[src/rtl/dispatch_ctrl_pkg.sv]
// Shared definitions for the dispatch scheduler slice.
//   SS_SIZE / ROB_SIZE / RS_SIZE / FL_SIZE : machine geometry
//   *_W                                     : widths of the free-count buses
//   DISPATCH_STATE                          : recovery FSM states
//   BIT_COUNT_LUT                           : popcount table for an SS_SIZE-bit grant vector
package dispatch_ctrl_pkg;

    localparam int unsigned SS_SIZE  = 3;
    localparam int unsigned ROB_SIZE = 8;
    localparam int unsigned RS_SIZE  = 8;
    localparam int unsigned FL_SIZE  = 32;

    localparam int unsigned CNT_W = $clog2(SS_SIZE) + 1;
    localparam int unsigned ROB_W = $clog2(ROB_SIZE) + 1;
    localparam int unsigned RS_W  = $clog2(RS_SIZE) + 1;
    localparam int unsigned FL_W  = $clog2(FL_SIZE) + 1;

    typedef enum logic [1:0] {DC_RUN, DC_FLUSH, DC_REFILL} DISPATCH_STATE;

    // Indexed by the 3-bit dispatch vector.
    localparam logic [CNT_W-1:0] BIT_COUNT_LUT [2**SS_SIZE] =
        '{2'd0, 2'd1, 2'd1, 2'd2, 2'd1, 2'd2, 2'd2, 2'd3};

endpackage

[src/rtl/dispatch_grant.sv]
// In-order grant walk over SS superscalar slots (slot SS-1 oldest).
//   valid_i    : slot holds an instruction
//   has_dest_i : slot consumes one free-list entry
//   rob_free_i / rs_free_i / fl_free_i : available resource counts
//   grant_o    : per-slot grant, contiguous from the oldest slot
//   blocked_o  : a valid slot reached by the walk failed its resource check
module dispatch_grant #(
    parameter int unsigned SS    = 3,
    parameter int unsigned ROB_W = 4,
    parameter int unsigned RS_W  = 4,
    parameter int unsigned FL_W  = 6
) (
    input  logic [SS-1:0]    valid_i,
    input  logic [SS-1:0]    has_dest_i,
    input  logic [ROB_W-1:0] rob_free_i,
    input  logic [RS_W-1:0]  rs_free_i,
    input  logic [FL_W-1:0]  fl_free_i,
    output logic [SS-1:0]    grant_o,
    output logic             blocked_o
);

    localparam int unsigned IDX_W = (SS > 1) ? $clog2(SS) : 1;

    // Running totals carry one extra bit so a zero free count still compares cleanly.
    logic [ROB_W:0]   rob_n;
    logic [RS_W:0]    rs_n;
    logic [FL_W:0]    fl_n;
    logic [FL_W:0]    fl_need;
    logic             walking;
    logic [IDX_W-1:0] idx;

    always_comb begin
        grant_o   = '0;
        blocked_o = 1'b0;
        rob_n     = '0;
        rs_n      = '0;
        fl_n      = '0;
        fl_need   = '0;
        walking   = 1'b1;
        idx       = '0;
        for (int unsigned k = 0; k < SS; k++) begin
            idx     = IDX_W'(SS - 1 - k);
            fl_need = fl_n + {{FL_W{1'b0}}, has_dest_i[idx]};
            if (walking) begin
                if (!valid_i[idx]) begin
                    // A hole ends the walk without counting as a stall.
                    walking = 1'b0;
                end else if ((rob_n + 1'b1) <= {1'b0, rob_free_i} &&
                             (rs_n  + 1'b1) <= {1'b0, rs_free_i}  &&
                             fl_need        <= {1'b0, fl_free_i}) begin
                    grant_o[idx] = 1'b1;
                    rob_n        = rob_n + 1'b1;
                    rs_n         = rs_n + 1'b1;
                    fl_n         = fl_need;
                end else begin
                    blocked_o = 1'b1;
                    walking   = 1'b0;
                end
            end
        end
    end

endmodule

[src/rtl/dispatch_ctrl.sv]
// Dispatch scheduler: grants fetch slots in program order against registered
// ROB/RS/free-list counts and sequences mispredict recovery (FLUSH/REFILL).
//   clock, reset              : clock, synchronous active-high reset
//   inst_valid, inst_has_dest : fetch slot status
//   *_free_next               : next-cycle free counts from ROB/RS/free list
//   branch_not_taken          : mispredict flush
//   dispatch_en/dispatch_count: grants and their popcount
//   rob_enable, stall, recovering, stall_cycles : status outputs
module dispatch_ctrl
    import dispatch_ctrl_pkg::*;
#(
    parameter int unsigned FLUSH_CYCLES = 2
) (
    input  logic               clock,
    input  logic               reset,
    input  logic [SS_SIZE-1:0] inst_valid,
    input  logic [SS_SIZE-1:0] inst_has_dest,
    input  logic [ROB_W-1:0]   rob_free_rows_next,
    input  logic [RS_W-1:0]    rs_free_next,
    input  logic [FL_W-1:0]    fl_free_next,
    input  logic               branch_not_taken,
    output logic [SS_SIZE-1:0] dispatch_en,
    output logic [CNT_W-1:0]   dispatch_count,
    output logic               rob_enable,
    output logic               stall,
    output logic               recovering,
    output logic [31:0]        stall_cycles
);

    localparam int unsigned FC_W = $clog2(FLUSH_CYCLES) + 1;

    DISPATCH_STATE      state_q, state_d;
    logic [FC_W-1:0]    flush_cnt_q, flush_cnt_d;
    logic [ROB_W-1:0]   rob_free_q;
    logic [RS_W-1:0]    rs_free_q;
    logic [FL_W-1:0]    fl_free_q;
    logic [31:0]        stall_cycles_q, stall_cycles_d;
    logic [SS_SIZE-1:0] grant;
    logic               blocked;

    dispatch_grant #(
        .SS    (SS_SIZE),
        .ROB_W (ROB_W),
        .RS_W  (RS_W),
        .FL_W  (FL_W)
    ) u_grant (
        .valid_i    (inst_valid),
        .has_dest_i (inst_has_dest),
        .rob_free_i (rob_free_q),
        .rs_free_i  (rs_free_q),
        .fl_free_i  (fl_free_q),
        .grant_o    (grant),
        .blocked_o  (blocked)
    );

    always_ff @(posedge clock) begin
        if (reset) begin
            state_q        <= DC_RUN;
            flush_cnt_q    <= '0;
            rob_free_q     <= ROB_W'(ROB_SIZE);
            rs_free_q      <= RS_W'(RS_SIZE);
            fl_free_q      <= FL_W'(FL_SIZE);
            stall_cycles_q <= '0;
        end else begin
            state_q        <= state_d;
            flush_cnt_q    <= flush_cnt_d;
            rob_free_q     <= rob_free_rows_next;
            rs_free_q      <= rs_free_next;
            fl_free_q      <= fl_free_next;
            stall_cycles_q <= stall_cycles_d;
        end
    end

    always_comb begin
        state_d     = state_q;
        flush_cnt_d = flush_cnt_q;
        if (branch_not_taken) begin
            // A mispredict in any state (re)starts the flush window.
            state_d     = DC_FLUSH;
            flush_cnt_d = FC_W'(FLUSH_CYCLES - 1);
        end else begin
            case (state_q)
                DC_RUN:    state_d = DC_RUN;
                DC_FLUSH: begin
                    if (flush_cnt_q == '0) state_d = DC_REFILL;
                    else                   flush_cnt_d = flush_cnt_q - 1'b1;
                end
                DC_REFILL: state_d = DC_RUN;
                default:   state_d = DC_RUN;
            endcase
        end
    end

    always_comb begin
        dispatch_en = '0;
        rob_enable  = 1'b1;
        stall       = 1'b0;
        recovering  = 1'b0;
        if (!reset) begin
            case (state_q)
                DC_RUN: begin
                    if (branch_not_taken) begin
                        stall = |inst_valid;
                    end else begin
                        dispatch_en = grant;
                        stall       = blocked;
                    end
                end
                DC_FLUSH: begin
                    rob_enable = 1'b0;
                    recovering = 1'b1;
                    stall      = |inst_valid;
                end
                default: begin
                    recovering = 1'b1;
                    stall      = |inst_valid;
                end
            endcase
        end
    end

    always_comb begin
        stall_cycles_d = stall_cycles_q;
        if (stall && (stall_cycles_q != '1)) stall_cycles_d = stall_cycles_q + 32'd1;
    end

    assign dispatch_count = BIT_COUNT_LUT[dispatch_en];
    assign stall_cycles   = stall_cycles_q;

endmodule

[config.mk]
export PLATFORM = sky130hd
export DESIGN_NAME = dispatch_ctrl
export DESIGN_NICKNAME = d
export VERILOG_FILES = /design/src/rtl/dispatch_ctrl_pkg.sv /design/src/rtl/dispatch_grant.sv /design/src/rtl/dispatch_ctrl.sv
export SDC_FILE = /design/constraint.sdc
export NUM_CORES = 1
export LEC_CHECK = 0
export ABC_AREA = 0
export CORE_AREA = 2 2 106 118
export DETAILED_ROUTE_END_ITERATION = 16
export DIE_AREA = 0 0 108 120
export PLACE_DENSITY = 0.52
export SLEW_MARGIN = 20
export SYNTH_ARGS = -nofsm -noshare
export SYNTH_HDL_FRONTEND = slang
export SYNTH_HIERARCHICAL = 1
export SYNTH_SLANG_ARGS = --single-unit
[constraint.sdc]
create_clock -name clock -period 11.6 [get_ports clock]
set_input_delay 2.9 -clock clock [delete_from_list [all_inputs] [get_ports clock]]
set_output_delay 2.9 -clock clock [all_outputs]
set_load 0.02 [all_outputs]
After elaboration in Yosys (flattened, before gate mapping)
Memory sizes are Yosys's and may differ from the RTL's.
Index checks and enable logic that the tools add are counted.
Widths: inputs -> output; s select.

word-level totals
  bits in registers = 50
  bits in read-only memories = 24
  input bits = 23
  output and inout port bits = 41
  logic and storage cells = 91
  memories kept = 1

cells by class
  add/subtract/negate cells = 6
  $lt $le $gt $ge = 10
  equal/unequal tests = 4
  mux-type cells = 44
  bitwise operators = 3
  reductions and logical operators = 15

memory list
  memory            words  bits a word  rd ports  clocked after Yosys merged registers in  write ports  line                  source
  (name not given)  8      3            1         0                                        0            dispatch_ctrl.sv:127  assign dispatch_count = BIT_COUNT_LUT[dispatch_en];

operators with widths
  kind                   number
  $add 32x1->32 const B  1
  $ne 32x32->1 const B   1
  $mux 1                 31
  $mux 7                 4
  $le 5x4->1             4
  $mux 5                 4
  $mux 3                 5
  $add 7x1->7            2
  $le 7x6->1             2
  $add 5x1->5 const B    2
  $le 1x4->1 const A     2
  $logic_and 1x1->1      7
  $le 1x6->1             1
  $reduce_or 3->1        2
  $ge 4x4->1 const B     1
  $logic_not 2->1        2
  $not 3->4              1
  $reduce_and 2->1       2
  $ne 3x3->1 const B     1
  $eq 2x1->1 const B     1
  $ne 2x2->1 const B     1
  $not 1->1              2
  $reduce_bool 2->1      1
  $reduce_or 2->1        1
  $sub 2x1->2 const B    1

Logic depth before layout (Yosys ltp)
  depth in word-level cells = 26
  depth in mapped cells = 29
  gate-level depth less buffers = 27

Cells and area by module
Netlist, hierarchy kept.

by module, submodules not included
  module          instances  cells each  area an instance (sq um)  seq. area each (sq um)
  dispatch_ctrl   1          265         2,294.7                   1,001.0
  dispatch_grant  1          79          601.8                     0.0

Least setup slack after synthesis
OpenSTA, ideal clock, no wires.

  path type = input to output
  from = in inst_has_dest[2]
  to = out dispatch_count[0]
  data arrival time = 7.486 ns
  data required time = 8.700 ns
  slack = 1.214 ns
  stages on the path = 20
  path buffers = 0
  path through = inv_1 > ha_1 > or4_4 > nand3_4 > nor2_1 > ha_1 > inv_1 > ha_1 > a221o_2 > nand4_2 > nor2b_1 > ha_1 > ha_1 > a211oi_1 > o32ai_1 > a222oi_1 > and3_1 > nand2_1 > ha_1 > xnor2_1

on the way
  longest elaborated chain between the ends = 25
  elaborated cells between the ends (all ways) = 41
  those cells by class = 4 x add/sub; 7 x order compare; 23 x mux; 1 x bitwise; 5 x reduce/logical; 1 x memory

RTL lines
  item                                                                  line                  source
  start, declared                                                       dispatch_ctrl.sv:17   input logic [SS_SIZE-1:0] inst_has_dest,
  parallel branches: the longest is 17 deep, another holds $add 7x1->7  n/a
  $mux 1 *                                                              dispatch_grant.sv:44  if (walking) begin
  net grant[0]                                                          dispatch_ctrl.sv:38   logic [SS_SIZE-1:0] grant;
  $mux 3 *                                                              dispatch_ctrl.sv:102  if (branch_not_taken) begin
  $mux 3 *                                                              dispatch_ctrl.sv:100  case (state_q)
  $mux 3 *                                                              dispatch_ctrl.sv:99   if (!reset) begin
  $not 3->4 (implied by the code) *                                     dispatch_ctrl.sv:127
  $mem_v2 8x3 *                                                         n/a
  $mux 3 (implied by the code) * (2 in a row)                           dispatch_ctrl.sv:127
  end, declared                                                         dispatch_ctrl.sv:23   output logic [CNT_W-1:0] dispatch_count,

Mark *: on every way through the listed nets, which the timed path passes. The select of a mux whose other input is x is not followed.

Worst setup path in the final report
  from = in inst_has_dest[2]
  to = out dispatch_en[0]

on the way
  longest elaborated chain between the ends = 21
  elaborated cells between the ends (all ways) = 37
  those cells by class = 4 x add/sub; 7 x order compare; 21 x mux; 5 x reduce/logical

RTL lines
  item                                                                  line                  source
  parallel branches: the longest is 17 deep, another holds $add 7x1->7  n/a
  $mux 1 *                                                              dispatch_grant.sv:44
  net grant[0]                                                          dispatch_ctrl.sv:38
  $mux 3 *                                                              dispatch_ctrl.sv:102
  $mux 3 *                                                              dispatch_ctrl.sv:100
  $mux 3 *                                                              dispatch_ctrl.sv:99
  end, declared                                                         dispatch_ctrl.sv:22   output logic [SS_SIZE-1:0] dispatch_en,

Mark *: on every way through the listed nets, which the timed path passes.

==> impl_metrics.csv <==
group,metric,value,unit
status,run_status,"completed",
synthesis,async_s_r_ff_share_synth,0,
cts,cts_hold_buffers,0,
sta,timing.final.setup_violations,0,
synthesis,synthMostInstantiatedCell,"sky130_fd_sc_hd__dfxtp_1",
drt,detail_route.wl_per_cell,13.6,µm
placement,place_area,3640,µm²
cts,tritoncts_clock_tree,"built",
floorplanning,die-area,13000,µm²
power_and_ir_drop,p_leak,1.39,nW
critical_path,worst_ep_arrival_time,8.36,ns
critical_path,crit_path_top_delay_cell,"sky130_fd_sc_hd__clkdlybuf4s50_1",
drt,met3_length,327,µm
synthesis,synth_cells,344,
global_route,grt_pass1_vias,2631,
synthesis,synth_seq_cells,50,
sta,finalCriticalPeriod,11.26,ns
critical_path,timing.critical_path.mode_cell,"sky130_fd_sc_hd__ha_1",
critical_path,crit_required,8.70,ns
synthesis,synth.net_count,390,
final_layout,nNetsFinal,451,
critical_path,worst_setup_ep_type,"primary output",
cts,clock_insertion_delay_worst_skew,0.29,ns
synthesis,synth.area.top_cells,"sky130_fd_sc_hd__dfxtp_1 35%, sky130_fd_sc_hd__ha_1 9.9%, sky130_fd_sc_hd__a21oi_1 4.5%, sky130_fd_sc_hd__nor2b_1 3.9%, sky130_fd_sc_hd__or3_1 3.5%",
floorplanning,rows,42,
synthesis,netlist_area,2900,µm²
drt,routed-via-count,2744,
floorplanning,chipHeight,120,µm
global_route,grt_max_degree,56,
sta,timing.final.crit_share,0.971,
cts,buffer_levels_on_the_longest_clock_path,2,
floorplanning,chip_width,108,µm
placement,portBuffers,62,
synthesis,synth.distinct_cells,49,
drt,route.antenna.remaining_nets,0,
sta,worst-slew-pin-transition,0.766,ns
critical_path,critical-path-max-stage-delay,0.60,ns
critical_path,timing.setup.critical_path_class,"in -> out",
synthesis,synthesis.area_per_instance,8.42,µm²
final_layout,finalInstanceArea,3830,µm²
synthesis,synth_flop_cell,"sky130_fd_sc_hd__dfxtp_1",
sta,setup_total_negative_slack,0,ns
final_layout,antenna_cell_count,0,
worst_hold_path,hold_path_class,"reg -> reg",
drt,drt_pre_antenna_iters,4,
floorplanning,io_pins,64,
cts,htree_num_levels,2,
synthesis,yosysTopAreaCell,"sky130_fd_sc_hd__dfxtp_1",
drt,detail_routed_via_count_per_cell,4.91,
critical_path,start_kind,"input pin",
synthesis,synth-edff-count,0,
global_route,grt_pass1_wl,12.4,mm
sta,max_freq,0.0888,GHz
critical_path,worst-path-max-fanout,6,
drt,highest-signal-layer,"met4",
sta,timing.max_slew.rel_slack,0.481,
drt,met2_length,3.72,mm
global_route,antenna_found_initial,0,
drt,drc_errors,0,
floorplanning,initial_core_util,0.245,
drt,iteration_0_drc_count_of_the_detailed_router,124,
placement,gp_congestion,0.806,
sta,grt_setup_unrepaired,"no",
floorplanning,floorplan.core_area,11800,µm²
global_route,grt_usage,0.119,
cts,worst_setup_hold_path_clk_slew,0.07,ns
power_and_ir_drop,powerDensity,107,nW/µm²
power_and_ir_drop,worst_ir_drop_vdd,0.0000578,V
cts,cts-buffers-inserted,5,
drt,detail_route.wirelength.met1,3.37,mm
global_route,grt_overflow_total,0,
run,timing.max_cap.violations,0,
final_layout,flow.area_growth_from_synthesis,32.2,%
synthesis,ys_seq_area_frac,0.346,
sta,finalClockSkew,0.00977,ns
cts,cts_root_buffer,"sky130_fd_sc_hd__clkbuf_16",
final_layout,n_fill_cell,1273,
synthesis,yosysWarnings,6,
synthesis,synth.cells.most_frequent,"50 x sky130_fd_sc_hd__dfxtp_1, 26 x sky130_fd_sc_hd__a21oi_1, 24 x sky130_fd_sc_hd__nor2_1, 23 x sky130_fd_sc_hd__ha_1, 22 x sky130_fd_sc_hd__inv_1",
sta,hold_viol_final,0,
placement,hpwl,5.56,mm
synthesis,post-synth-top-area-fraction,0.346,
final_layout,final_layout_size_suffix_gt1_frac,0.0790,
drt,routed_wl,7.59,mm
cts,clock_sinks,50,
sta,drv_slew,0,
## repair_timing
action	in CTS	in global routing
endpoints found under the setup margin	1	3
setup buffers	1	1
gates resized for setup	1	5
pin swaps	1	1
## logic make-up after synthesis
| group | count (synthesis) | share of synthesized area |
|---|---|---|
| AOI/OAI and AO/OA | 76 | 0.164 |
| buffers and inverters | 35 | 0.0596 |
| and+or+nand+nor | 150 | 0.300 |
| muxes | 5 | 0.0181 |
| xor gates and xnor gates | 4 | 0.0121 |
| adders and majority gates | 23 | 0.0994 |
| other | 1 | 0.00129 |
| DFF | 50 | 0.346 |
## placed cells by master, fill, tap and decap left out, drive strengths merged, types with 3 or more instances in the layout
master	count
mux2i	3
nor2	25
nor4	7
dfxtp	50
nand4	10
clkbuf	7
xnor2	3
a211oi	4
or4	13
ha	23
nand2	19
or3	16
inv	22
buf	6
clkdlybuf4s50	58
o31ai	12
o21ai	18
nor2b	18
and4	6
a21oi	26
or2	5
a31oi	3
and2	5
nand3	15
nor3	5
## sequential cells by signal, indices dropped and copies added (netlist names)
signal / cells
fl_free_q: 6
flush_cnt_q: 2
rob_free_q: 4
rs_free_q: 4
stall_cycles: 32
state_q: 2
## routing by layer
layer | global-route usage | vias up
met5 | 0 | -
met4 | 0.0409 | 0
met3 | 0.0288 | 12
met2 | 0.207 | 61
met1 | 0.141 | 1281
li1 | - | 1390
## metrics by stage
step	instances	worst slack (ns)	power (mW)	util	hold slack (ns)
after detailed placement	550	-0.0150	0.240	0.308	0.508
after CTS	558	0.00208	0.416	0.323	0.521
final	559	0.340	0.410	0.324	0.517
after global routing	559	0.00204	0.432	0.324	0.558
after global placement	550	0.0631	0.238	0.308	0.489
after floorplan	344	1.21	0.219	-	0.474
## cell type report
| type | instances | area [µm²] | area share |
|---|---|---|---|
| multi-input combinational | 259 | 1730 | 0.452 |
| sequential | 50 | 1000 | 0.261 |
| timing repair buffer | 67 | 653 | 0.171 |
| tap | 154 | 193 | 0.0503 |
| clock buffer | 6 | 139 | 0.0363 |
| inverter | 22 | 82.6 | 0.0216 |
| clock inverter | 1 | 30.0 | 0.00784 |
## path summary, 6_finish.rpt
check                                       from          endpoint  slack, ns  depth (start not counted)
worst min register to register   stall_cycles[4]   stall_cycles[4]       0.52                          2
worst max register to register      fl_free_q[2]  stall_cycles[19]       5.18                         24
worst max-delay path            inst_has_dest[2]    dispatch_en[0]       0.34                         25
worst min-delay path             stall_cycles[4]   stall_cycles[4]       0.52                          2
## power by group
part	internal, mW	switching (mW)
Sequential	0.176	0.00393
Combinational	0.0285	0.0295
Clock	0.107	0.0656
Total	0.311	0.0990
## critical path, delay by kind of cell
| kind | cells | cell delay (ns) |
|---|---|---|
| adder cells (fa/ha/maj) | 6 | 1.58 |
| buffers and inverters | 6 | 1.48 |
| AND/OR/NAND/NOR | 9 | 1.37 |
| AO/OA/AOI/OAI | 3 | 0.80 |
| multiplexers | 1 | 0.20 |
Note: power is estimated with default switching activity, not from simulation.
